<file path="config.mk">
export PLATFORM = sky130hd
export DESIGN_NAME = battery_sample_averager_flat
export DESIGN_NICKNAME = d
export VERILOG_FILES = /design/src/rtl/batt_disp_pkg.sv /design/src/rtl/battery_sample_averager_if.sv /design/src/rtl/battery_sample_averager_channel_averager.sv /design/src/rtl/battery_sample_averager.sv /design/src/flat_wrapper.sv
export SDC_FILE = /design/constraint.sdc
export NUM_CORES = 1
export LEC_CHECK = 0
export ABC_AREA = 1
export BUFFER_PORTS_ARGS = -buffer_cell sky130_fd_sc_hd__buf_2
export CORE_MARGIN = 5
export CORE_UTILIZATION = 40
export DETAILED_ROUTE_END_ITERATION = 10
export PLACE_DENSITY_LB_ADDON = 0.05
export SKIP_CTS_REPAIR_TIMING = 1
export SLEW_MARGIN = 20
export SYNTH_ARGS = -nofsm -noshare
export SYNTH_HDL_FRONTEND = slang
export SYNTH_SLANG_ARGS = --single-unit
</file>
<file path="constraint.sdc">
create_clock -name clk -period 3.01 [get_ports clk]
set_input_delay 0.1505 -clock clk [delete_from_list [all_inputs] [get_ports clk]]
set_output_delay 0.1505 -clock clk [all_outputs]
set_load 0.02 [all_outputs]
</file>
<file path="src/rtl/batt_disp_pkg.sv">
// batt_disp_pkg: shared types and defaults for the battery display feeder.
package batt_disp_pkg;
  typedef enum logic {POWERUP = 1'b0, RUN = 1'b1} state_t;
  localparam logic CH_BATT1 = 1'b0;
  localparam logic CH_BATT2 = 1'b1;
  localparam int AVG_LOG2_DEF = 3;
  localparam int POWERUP_CYCLES_DEF = 2_500_000;
  localparam int SAMPLE_W_DEF = 16;
endpackage

</file>
<file path="src/rtl/battery_sample_averager_if.sv">
// battery_sample_averager_if: valid/ready sample stream carrying a channel tag.
interface battery_sample_averager_if #(
  parameter int SAMPLE_W = 16
) ();
  logic                valid;
  logic                ready;
  logic                chan;
  logic [SAMPLE_W-1:0] data;
  modport master (output valid, chan, data, input ready);
  modport slave (input valid, chan, data, output ready);
endinterface

</file>
<file path="src/rtl/battery_sample_averager_channel_averager.sv">
// channel_averager: windowed average of one channel, registered output slice plus done pulse.
module channel_averager #(
  parameter int SAMPLE_W = 16,
  parameter int AVG_LOG2 = 3,
  parameter int OUT_LSB  = 0,
  parameter int OUT_W    = 16
) (
  input  logic                clk,
  input  logic                reset,
  input  logic                accept,
  input  logic [SAMPLE_W-1:0] data,
  output logic [OUT_W-1:0]    avg,
  output logic                done
);
  localparam int ACC_W = SAMPLE_W + AVG_LOG2;
  logic [ACC_W-1:0]    acc;
  logic [ACC_W-1:0]    sum;
  logic [AVG_LOG2-1:0] cnt;
  // accumulator is sized so a full window of max samples still fits
  assign sum = acc + {{AVG_LOG2{1'b0}}, data};
  always_ff @(posedge clk or negedge reset)
    if (!reset) begin
      acc  <= '0;
      cnt  <= '0;
      avg  <= '0;
      done <= 1'b0;
    end else begin
      done <= 1'b0;
      if (accept && &cnt) begin
        avg  <= sum[AVG_LOG2+OUT_LSB +: OUT_W];
        acc  <= '0;
        cnt  <= '0;
        done <= 1'b1;
      end else if (accept) begin
        acc <= sum;
        cnt <= cnt + 1'b1;
      end
    end
endmodule

</file>
<file path="src/rtl/battery_sample_averager.sv">
// battery_sample_averager: LCD power-up delay plus per-channel battery averaging for the status display.
module battery_sample_averager
  import batt_disp_pkg::*;
#(
  parameter int AVG_LOG2       = AVG_LOG2_DEF,
  parameter int POWERUP_CYCLES = POWERUP_CYCLES_DEF,
  parameter int SAMPLE_W       = SAMPLE_W_DEF
) (
  input  logic                       clk,
  input  logic                       reset,
  battery_sample_averager_if.slave   s,
  output logic                       ready_o,
  output logic [15:0]                number1,
  output logic [3:0]                 number2,
  output logic                       update_o
);
  localparam int CNT_W = POWERUP_CYCLES > 1 ? $clog2(POWERUP_CYCLES) : 1;
  localparam logic [CNT_W-1:0] PWR_LAST = CNT_W'(POWERUP_CYCLES - 1);
  state_t           state;
  logic [CNT_W-1:0] pwr_cnt;
  logic             rdy;
  logic             acc0, acc1, done0, done1;
  always_ff @(posedge clk or negedge reset)
    if (!reset) begin
      state   <= POWERUP;
      pwr_cnt <= '0;
      rdy     <= 1'b0;
    end else if (state == POWERUP) begin
      pwr_cnt <= pwr_cnt + 1'b1;
      if (pwr_cnt == PWR_LAST) begin
        state <= RUN;
        rdy   <= 1'b1;
      end
    end
  assign s.ready = rdy;
  assign ready_o = rdy;
  assign acc0 = s.valid && rdy && s.chan == CH_BATT1;
  assign acc1 = s.valid && rdy && s.chan == CH_BATT2;
  channel_averager #(
    .SAMPLE_W(SAMPLE_W), .AVG_LOG2(AVG_LOG2), .OUT_LSB(0), .OUT_W(16)
  ) u_batt1 (
    .clk(clk), .reset(reset), .accept(acc0), .data(s.data), .avg(number1), .done(done0)
  );
  // only the top nibble of battery 2 is kept, as a 0..15 level
  channel_averager #(
    .SAMPLE_W(SAMPLE_W), .AVG_LOG2(AVG_LOG2), .OUT_LSB(SAMPLE_W - 4), .OUT_W(4)
  ) u_batt2 (
    .clk(clk), .reset(reset), .accept(acc1), .data(s.data), .avg(number2), .done(done1)
  );
  assign update_o = done0 | done1;
endmodule

</file>
<file path="src/flat_wrapper.sv">
// flat-port wrapper written by rule: the top's interface ports become plain ports
module battery_sample_averager_flat import batt_disp_pkg::*;
#(
  parameter int AVG_LOG2       = AVG_LOG2_DEF,
  parameter int POWERUP_CYCLES = POWERUP_CYCLES_DEF,
  parameter int SAMPLE_W       = SAMPLE_W_DEF
)
  (clk, reset, ready_o, number1, number2, update_o, s_valid, s_chan, s_data, s_ready);
  battery_sample_averager_if #(.SAMPLE_W(SAMPLE_W)) s_i ();
  input  logic clk;
  input  logic reset;
  output logic ready_o;
  output logic [15:0] number1;
  output logic [3:0] number2;
  output logic update_o;
  input wire logic [$bits(s_i.valid)-1:0] s_valid;
  input wire logic [$bits(s_i.chan)-1:0] s_chan;
  input wire logic [$bits(s_i.data)-1:0] s_data;
  output wire logic [$bits(s_i.ready)-1:0] s_ready;
  assign s_i.valid = s_valid;
  assign s_i.chan = s_chan;
  assign s_i.data = s_data;
  assign s_ready = s_i.ready;
  battery_sample_averager #(.AVG_LOG2(AVG_LOG2), .POWERUP_CYCLES(POWERUP_CYCLES), .SAMPLE_W(SAMPLE_W)) u_core (.clk(clk), .reset(reset), .s(s_i), .ready_o(ready_o), .number1(number1), .number2(number2), .update_o(update_o));
endmodule
</file>
==> results.toml, run 1 <==
[timing]
drv_slew = 0
max_freq_mhz = 508.2
rsz0062_at_grt = "false"
period_needed_ps = 1968
relSlewSlack_pct = 63.01
timing.hold.ws_ps = 61.93
finalSetupViolCount = 0
finalClockSkew_ps = 7.660
fin_tns_setup_ps = 0
period_share_pct = 65.37
worst_pin_slew_ps = 554.3
hold_viol_final = 0

[finish]
n_antenna_cell = 0
syn_to_final_growth_pct = 13.05
drive_gt1_share_pct = 10.10
finalNonFillerCells = 1012
register_area_mm2 = 0.002252
multi_input_area_mm2 = 0.003109
final_common_cell = "nand2_1"
n_fill_cell = 1465
final_nets = 886
final_area_mm2 = 0.006491
final_cell_mix = "nand2_1 (290), dfrtp_1 (90), inv_1 (83), nand3_1 (57), nor2_1 (54)"

[grt]
grt.total_usage_pct = 18.07
antenna_found_initial = 0
grt_pass1_vias = 4873
grt_pass1_wl_mm = 24.16
grt_max_degree = 36
grt.overflow.total = 0

[route]
drtAntennaViolNets = 0
drc = 0
wire_per_inst_um = 14.00
num_vias = 4986
first_iter_violations = 336
first_pass_iters = 4
routed_wl_mm = 14.17
avgViaCountPerCell = 4.927

[die]
pin_count = 43
coreArea_mm2 = 0.01399
die_area_mm2 = 0.01685
die_h_um = 129.8
num_rows = 43
initial_core_util_pct = 41.05
fp.dieW_um = 129.8

[logic_synthesis]
postSynth.asyncResetShare_pct = 100.0
synth_mux_area_share_pct = 0
syn_inst = 779
netlist.area_leader.share_pct = 39.22
synth.net_count = 838
ys_seq_area_share_pct = 39.22
synth.distinct_cells = 41
ys.warnings.count = 0
synth_edf_count = 0
synthFlopType = "dfrtp_1"
yosys.area_share.simple_pct = 35.02
syn_area_mm2 = 0.005742
synthAdderAreaFrac_pct = 8.760
synth_area_leaders = "dfrtp_1 (39%), nand2_1 (19%), ha_1 (8.1%)"
synth-seq-cells = 90
avgSynthCellArea_um2 = 7.371
synth_top_family_by_area = "simple AND/OR/NAND/NOR gates"
synth-xor-area-share_pct = 3.813
synth_area_leader_cell = "dfrtp_1"
synth-compound-area-share_pct = 6.559

[clock_tree]
cts_buffer_depth = 2
cts-htree-levels = 3
cts_buffers = 9
clock_latency_ps = 350
cts_root_buf = "clkbuf_16"
cts.reportedPaths.clkPinSlew_ps = 70
numClockSinks = 90
cts_tree = "yes"

[place]
portBuffers = 42
dpl.cell_count = 995
routabilityCongestion = 0.8632
dp_hpwl_mm = 10.94
place_area_mm2 = 0.006161

[critical_path]
r2r-start = "u_core.u_batt2.acc[0]$_DFFE_PN0P_"
worst_setup_path_end_kind = "flop"
cp-startpoint = "u_core.u_batt2.acc[0]$_DFFE_PN0P_"
crit_path_end = "u_core.u_batt2.acc[14]$_DFFE_PN0P_"
start_kind = "flop"
worstRegToRegCells = 11
worstPathMaxFanout = 3
cp_data_arrival_time_ps = 2200
path_class = "reg -> reg"
rr_endpoint = "u_core.u_batt2.acc[14]$_DFFE_PN0P_"
reg2reg_slack_ps = 1040
crit_required_ps = 3250

[pwr]
pwr_density_cell_mw_per_mm2 = 421.4
p_leak_nw = 3.597
p_total_mw = 2.736
max-vdd-ir-drop_v = 0.0002611

[outcome]
status = "completed"

[min_path]
hp-class = "in -> reg"

[flow_run]
drv.max_cap_violation_count = 0
worst max-delay path, stage by stage, from the launching register on:
cell and delay (ps):
dfrtp_1 350, ha_1 190, inv_1 60, fa_1 420, nor2_1 130, nor2_1 70
o21ai_0 270, nand2_1 120, nand2_1 90, nand2_1 50, nand3_1 60, nand2_1 60
synthesized netlist by cell type (all sizes together) (2+ instances only):
cell type  instances
nor4               3
clkbuf             6
nor2              61
inv               85
a21oi             28
nand2            295
xor2              20
nand4              4
or2                2
dfrtp             90
nand3             59
a22o               5
buf                5
and2               2
xnor2              5
ha                37
nor3              16
o21ai             28
nand3b            17
fa                 2
a31oi              2
per-layer routing:
layer | track usage, % | wire length [um]
met4 | 6.174 | 190
met3 | 2.620 | 521
met2 | 29.21 | 6501
met5 | 0 | 0
met1 | 24.94 | 6958
stage by stage:
| step | util (%) | worst slack (ps) |
|---|---|---|
| after floorplan | - | 1260 |
| after CTS | 46.33 | 1016 |
| after detailed placement | 44.04 | 1040 |
| final | 46.40 | 1042 |
| after global placement | 44.04 | 1086 |
| after global routing | 46.40 | 862.1 |
worst min path at each step:
stage / to / startpoint / depth (start not counted) / slack [ps]
3_5_place_dp: u_core.u_batt1.avg[2]$_DFFE_PN0P_ / reset / 1 / 160
4_1_cts: u_core.u_batt1.acc[2]$_DFFE_PN0P_ / reset / 1 / -220
6_report: u_core.u_batt1.cnt[1]$_DFFE_PN0P_ / s_chan / 4 / 60
2_1_floorplan: u_core.pwr_cnt[0]$_DFFE_PN0N_ / reset / 0 / -150
5_1_grt: u_core.u_batt1.cnt[1]$_DFFE_PN0P_ / s_chan / 4 / 60
3_3_place_gp: u_core.u_batt1.avg[2]$_DFFE_PN0P_ / reset / 1 / 150
logic make-up (layout without fill, tap and decap cells):
| kind of cell | count (synthesis) | after routing |
|---|---|---|
| and+or+nand+nor | 461 | 461 |
| adders and majority gates | 39 | 39 |
| AOI/OAI and AO/OA | 68 | 68 |
| DFF | 90 | 90 |
| buffers and inverters | 96 | 149 |
| xor gates and xnor gates | 25 | 25 |
where the power goes:
part           internal [mW]  switching (mW)
clock                  0.748           0.481
sequential              1.23          0.0117
combinational         0.0884           0.179
final cells by class:
type                    count  share of cell area (%)
multi-input cells         593                   47.90
flip-flops and latches     90                   34.70
inverters                  85                   4.992
repair buffers             48                   4.009
clock buffers              11                   3.739
well taps                 180                   3.470
clock inverters             5                   1.195
registers in the layout, indices dropped and copies added (netlist names):
name                 count
u_core.pwr_cnt          22
u_core.u_batt1.acc      19
u_core.u_batt2.acc      19
u_core.u_batt1.avg      16
u_core.u_batt2.avg       4
u_core.u_batt1.cnt       3
u_core.u_batt2.cnt       3
u_core.ready_o           1
u_core.state             1
u_core.u_batt1.done      1
u_core.u_batt2.done      1
Power figures use the tool's default switching activity.
==> run 2: changes to the inputs <==
==> constraint.sdc (replaced) <==
create_clock -name clk -period 2 [get_ports clk]
set_input_delay 0.1 -clock clk [delete_from_list [all_inputs] [get_ports clk]]
set_output_delay 0.1 -clock clk [all_outputs]
set_load 0.02 [all_outputs]
==> run 2 against run 1 <==
  * Sequential share of layout area is 0.32 points lower
  * First-iteration DRC count is 20% lower
  * Routed wire length up 0.25%
  * Die area is the same
  * Core utilization grew 0.44 points
  * Clock skew grew 1.0 ps
  * Final area rose by 0.94%
  * Fmax rose by 5.7%
  * Critical endpoint is now u_core.u_batt1.acc[16]$_DFFE_PN0P_
  * Largest cell class unchanged
  * Count of clock-buffer cells in the layout is 2 lower
  * Cell count is 0.69% higher
  * Setup slack worse by 900 ps
  * Via count decreased by 0.52%
==> results.toml, run 2 (synthesis gave the netlist of run 1 again) <==
[outcome]
status = "completed"

[grt]
grt_max_degree = 37
grt_pass1_vias = 4846
grt.overflow.total = 0
grt.total_usage_pct = 17.75
grt_pass1_wl_mm = 23.75
antenna_found_initial = 0

[critical_path]
cpPeakStageDelay_ps = 400
start_kind = "flop"
worst_path_most_repeated_cell = "nand2_1"
rr_endpoint = "u_core.u_batt1.acc[16]$_DFFE_PN0P_"
worstRegToRegCells = 10
worstPathMaxFanout = 4
worst_setup_path_end_kind = "flop"
cp_data_arrival_time_ps = 2110
r2r-start = "u_core.u_batt1.acc[0]$_DFFE_PN0P_"
path_class = "reg -> reg"
cp_slowest_cell = "fa_2"
crit_required_ps = 2240
crit_chain = "ha_1 > fa_2 > nand3_1 > nand3_1 > nand2_1 > nand2_1 > nand2_1 > nand3b_1 > nand3_1 > nand2_1"
reg2reg_slack_ps = 140

[timing]
worst_pin_slew_ps = 369.2
period_share_pct = 93.10
period_needed_ps = 1862
finalClockSkew_ps = 8.664
finalWorstSetupSlack_ps = 138.1
max_freq_mhz = 537.1
rsz0062_at_grt = "false"
drv_slew = 0
fin_tns_setup_ps = 0
relSlewSlack_pct = 75.16
finalSetupViolCount = 0
hold_viol_final = 0

[clock_tree]
cts_root_buf = "clkbuf_16"
numClockSinks = 90
cts_buffers = 9
clock_latency_ps = 350
cts_buffer_depth = 2
cts_tree = "yes"
cts.reportedPaths.clkPinSlew_ps = 70
cts-htree-levels = 3

[die]
fp.dieW_um = 129.8
die_h_um = 129.8
initial_core_util_pct = 41.05
coreArea_mm2 = 0.01399
pin_count = 43
die_area_mm2 = 0.01685
num_rows = 43

[route]
first_iter_violations = 268
first_pass_iters = 4
avgViaCountPerCell = 4.868
wire_per_inst_um = 13.94
drc = 0
drtAntennaViolNets = 0
num_vias = 4960
routed_wl_mm = 14.21

[finish]
final_area_mm2 = 0.006553
final_cell_mix = "nand2_1 (289), dfrtp_1 (90), inv_1 (83), nand3_1 (56), nor2_1 (53)"
syn_to_final_growth_pct = 14.12
final_common_cell = "nand2_1"
n_antenna_cell = 0
drive_gt1_share_pct = 11.68
largest-register = "u_core.pwr_cnt"
largest_register_ffs = 22
final_nets = 893
reg.largest.list = "u_core.pwr_cnt (22), u_core.u_batt1.acc (19), u_core.u_batt2.acc (19)"

[min_path]
hp-start = "s_chan"
hp-class = "in -> reg"
worstHoldEndpoint = "u_core.u_batt1.cnt[1]$_DFFE_PN0P_"
hold_path_depth = 4

[place]
place_area_mm2 = 0.006226
dp_slack_ps = 64.73
portBuffers = 42
routabilityCongestion = 0.8689
dp_hpwl_mm = 11.00

[flow_run]
drv.max_cap_violation_count = 0

[pwr]
p_leak_nw = 3.621
pwr_density_cell_mw_per_mm2 = 612.4
max-vdd-ir-drop_v = 0.0004190
-- run 2: cell types whose count changed in the layout (fill, tap and decap cells not counted), sizes merged --
| cell | previous run | this run |
|---|---|---|
| clkinvlp | 1 | 2 |
| inv | 85 | 86 |
| clkinv | 2 | 3 |
| buf | 47 | 54 |
| bufinv | 2 | 1 |
| clkbuf | 11 | 9 |
-- run 2: how the worst max path moves through the flow --
| stage | from | end | slack, ps | cells after the start |
|---|---|---|---|---|
| 4_1_cts | u_core.u_batt2.acc[0]$_DFFE_PN0P_ | u_core.u_batt2.acc[14]$_DFFE_PN0P_ | 40 | 11 |
| 2_1_floorplan | u_core.u_batt2.acc[0]$_DFFE_PN0P_ | u_core.u_batt2.acc[14]$_DFFE_PN0P_ | 250 | 11 |
| 6_report | u_core.u_batt1.acc[0]$_DFFE_PN0P_ | u_core.u_batt1.acc[16]$_DFFE_PN0P_ | 140 | 10 |
| 3_3_place_gp | u_core.u_batt2.acc[6]$_DFFE_PN0P_ | u_core.u_batt2.avg[2]$_DFFE_PN0P_ | 100 | 10 |
| 3_5_place_dp | u_core.u_batt1.acc[0]$_DFFE_PN0P_ | u_core.u_batt1.avg[13]$_DFFE_PN0P_ | 60 | 10 |
| 5_1_grt | u_core.u_batt1.acc[0]$_DFFE_PN0P_ | u_core.u_batt1.acc[12]$_DFFE_PN0P_ | 10 | 10 |
-- run 2: area by class of cell --
type	instances	area [um^2]
Clock buffer	9	225.2
Clock inverter	7	68.82
Fill cell	1418	7436
Inverter	85	324.1
Multi-Input combinational cell	593	3132
Sequential cell	90	2252
Tap cell	180	225.2
Timing Repair Buffer	55	325.3
-- run 2: worst max-delay path: cells and delay by family, from the launching register on --
family | cells | cell delay (ps)
adders and majority gates | 2 | 630
and+or+nand+nor | 8 | 750
DFF | 1 | 380
-- run 2: power breakdown --
group / switching [mW] / leakage [nW] / internal, mW
clock: 0.773 / 0.142 / 0.967
combinational: 0.270 / 2.26 / 0.138
sequential: 0.0173 / 1.22 / 1.85
-- run 2: per-layer routing --
layer  global-route usage, %  vias up  part of all wire, %
li1                        -     2603                    -
met1                   24.34     2288                   49
met2                   29.30       57                   47
met3                   2.374       12                  3.4
met4                   5.440        0                  1.3
met5                       0        -                    0
-- run 2: through the flow --
step	cells	utilization [%]	hold WS, ps	total power [mW]
after global routing	1019	46.84	29.02	4.193
after global placement	1002	44.51	-11.67	2.303
after CTS	1018	46.61	-384.3	4.075
final	1019	46.84	19.47	4.013
after floorplan	779	-	-195.6	2.146
after detailed placement	1002	44.51	-7.024	2.305
==> run 3: changes to the inputs <==
--- a/config.mk
+++ b/config.mk
@@ -5,10 +5,11 @@
 export SDC_FILE = /design/constraint.sdc
 export NUM_CORES = 1
 export LEC_CHECK = 0
-export ABC_AREA = 1
+export ABC_AREA = 0
 export BUFFER_PORTS_ARGS = -buffer_cell sky130_fd_sc_hd__buf_2
 export CORE_MARGIN = 5
 export CORE_UTILIZATION = 40
+export CTS_CLUSTER_DIAMETER = 50
 export DETAILED_ROUTE_END_ITERATION = 10
 export PLACE_DENSITY_LB_ADDON = 0.05
 export SKIP_CTS_REPAIR_TIMING = 1
==> run 3 against run 2 <==
  * The run now ends with negative setup slack left
  * Critical endpoint is now u_core.u_batt2.acc[10]$_DFFE_PN0P_
  * Sequential cell count did not move
  * Non-clock buffer count grew 75
  * Highest routed layer unchanged
  * Critical path type unchanged
  * Synthesized cell count decreased by 23%
==> results.toml, run 3 <==
[outcome]
status = "finished with violations"
violations = "negative setup slack"

[place]
dp_hpwl_mm = 10.77
portBuffers = 42
dpl.cell_count = 873
routabilityCongestion = 0.8946
dp_slack_ps = -247.2

[critical_path]
crit_required_ps = 2230
cpPeakStageDelay_ps = 410
critical_path.top_delay_family = "compound AO/OA/AOI/OAI gates"
path_buf_inv = 1
worst_setup_path_end_kind = "flop"
cp_data_arrival_time_ps = 2510
r2r-start = "u_core.u_batt2.acc[0]$_DFFE_PN0P_"
worstPathMaxFanout = 3
crit_chain = "ha_2 > inv_2 > fa_2 > nand2b_4 > a21oi_4 > o211ai_1 > a21oi_2 > or4_1 > a32o_1"
cp-startpoint = "u_core.u_batt2.acc[0]$_DFFE_PN0P_"
path_class = "reg -> reg"
start_kind = "flop"
cp_slowest_cell = "or4_1"

[grt]
grt_max_degree = 48
grt.busiest_layer = "met2"
antenna_found_initial = 0
grt_pass1_vias = 4626
grt.overflow.total = 0
use_met3_pct = 2.667
met1_usage_pct = 24.49
gr-usage-met2_pct = 28.98
grt_pass1_wl_mm = 23.05
grt.total_usage_pct = 17.75

[finish]
n_antenna_cell = 0
reg.largest.list = "u_core.pwr_cnt (22), u_core.u_batt1.acc (19), u_core.u_batt2.acc (19)"
final_common_cell = "nand2_1"
register_area_mm2 = 0.002252
largest_register_ffs = 22
syn_to_final_growth_pct = 32.88
fin_util_pct = 54.22
largest-register = "u_core.pwr_cnt"
multi_input_area_mm2 = 0.003448
drive_gt1_share_pct = 30.42
final_nets = 774
n_fill_cell = 1259
final_cell_mix = "nand2_1 (108), dfrtp_1 (90), buf_4 (82), buf_2 (41), nor2_1 (29)"
finalNonFillerCells = 896

[logic_synthesis]
synth_area_leader_cell = "dfrtp_1"
ys.warnings.count = 0
synthFlopType = "dfrtp_1"
synth-seq-cells = 90
postSynth.asyncResetShare_pct = 100.0
synth.distinct_cells = 60
synth_edf_count = 0
syn_area_mm2 = 0.005404
syn_inst = 597
avgSynthCellArea_um2 = 9.052
synth.net_count = 656
post-synth-top-count-cell = "nand2_1"
synth_area_leaders = "dfrtp_1 (42%), ha_1 (8.6%), nand2_1 (7.6%)"
ys_seq_area_share_pct = 41.68
netlist.area_leader.share_pct = 41.68
synth_commonest_cells = "nand2_1 (109), dfrtp_1 (90), o21ai_0 (50)"

[pwr]
p_leak_nw = 3.485
p_total_mw = 3.784
pwr_density_cell_mw_per_mm2 = 527.0
max-vdd-ir-drop_v = 0.0004345

[clock_tree]
numClockSinks = 90
cts_buffers = 9
cts-htree-levels = 3
cts_buffer_depth = 2
cts.reportedPaths.clkPinSlew_ps = 70
cts_tree = "yes"
cts_root_buf = "clkbuf_16"
clock_latency_ps = 340

[flow_run]
drv.max_cap_violation_count = 0

[timing]
period_share_pct = 114.0
period_needed_ps = 2279
finalClockSkew_ps = 5.560
finalSetupViolCount = 26
drv_slew = 0
timing.hold.ws_ps = 253.3
finalWorstSetupSlack_ps = -279.5
relSlewSlack_pct = 57.22
hold_viol_final = 0
worst_pin_slew_ps = 641.8
max_freq_mhz = 438.7
rsz0062_at_grt = "true"

[route]
wire_per_inst_um = 16.09
avgViaCountPerCell = 5.212
drtAntennaViolNets = 0
first_iter_violations = 297
num_vias = 4670
drc = 0
first_pass_iters = 4
routed_wl_mm = 14.42

[min_path]
hp-start = "s_data[0]"
hp-class = "in -> reg"

[die]
pin_count = 43
die_h_um = 126.2
initial_core_util_pct = 40.81
fp.dieW_um = 126.2
num_rows = 42
coreArea_mm2 = 0.01324
die_area_mm2 = 0.01593
## run 3: changes by cell type after synthesis, moves of 9 or more
cell,delta
o31ai_1,+9
clkbuf_1,+11
a21o_1,+22
nand3_1,-38
o21ai_0,+23
inv_1,-67
nand4_1,+9
o211ai_1,+12
nor2_1,-24
xnor2_1,+25
nand2_1,-181
nand3b_1,-15
## run 3: layer usage
metal  share of wire (%)  wire (um)
met4                 1.8        259
met1                  47       6791
met3                 3.1        441
met2                  48       6929
met5                   0          0
## run 3: final cells by class
cell class              count  share of cell area, %
clock buffers              11                  3.520
flip-flops and latches     90                  31.36
inverters                  17                 0.8887
multi-input cells         467                  48.02
well taps                 176                  3.067
clock inverters             5                 0.5053
repair buffers            130                  12.63
## run 3: report_power, final
group          internal (mW)  switching (mW)  leakage, nW  total, mW
sequential              1.82               0         1.22       1.82
clock                  0.915           0.741        0.146       1.66
combinational          0.127           0.181         2.12      0.308
total                   2.86           0.922         3.49       3.78
## run 3: through the flow
stage / instance area [um^2] / TNS [ps]
after floorplan: 5443 / -185.3
after global placement: 6395 / -2379
after detailed placement: 6395 / -2861
after CTS: 6684 / -3478
after global routing: 7181 / -5901
final: 7181 / -2531
## run 3: worst reg2reg max path: cells and delay by family, from the launching register on
kind	cells	cell delay, ps
DFF	1	390
adders and majority gates	2	390
and+or+nand+nor	2	540
AOI/OAI and AO/OA	4	780
buffers and inverters	1	60
## run 3: cells by family after synthesis
kind of cell	Yosys count	synth area share (%)
flops	90	41.68
fa+ha+maj	39	9.308
mux	2	0.4167
xor+xnor	45	7.293
buf+inv	40	3.056
simple gates	215	18.08
compound gates	166	20.17
## run 3: final timing paths
kind | endpoint | slack, ps | cells after the start
max in group asynchronous | u_core.u_batt1.cnt[1]$_DFFE_PN0P_ | 1000 | 3
min in group asynchronous | u_core.u_batt2.acc[15]$_DFFE_PN0P_ | 330 | 2
min reg2reg | u_core.u_batt1.avg[7]$_DFFE_PN0P_ | 470 | 2
max reg2reg | u_core.u_batt2.acc[10]$_DFFE_PN0P_ | -280 | 9
max | u_core.u_batt2.acc[10]$_DFFE_PN0P_ | -280 | 9
min | u_core.u_batt1.acc[0]$_DFFE_PN0P_ | 250 | 4
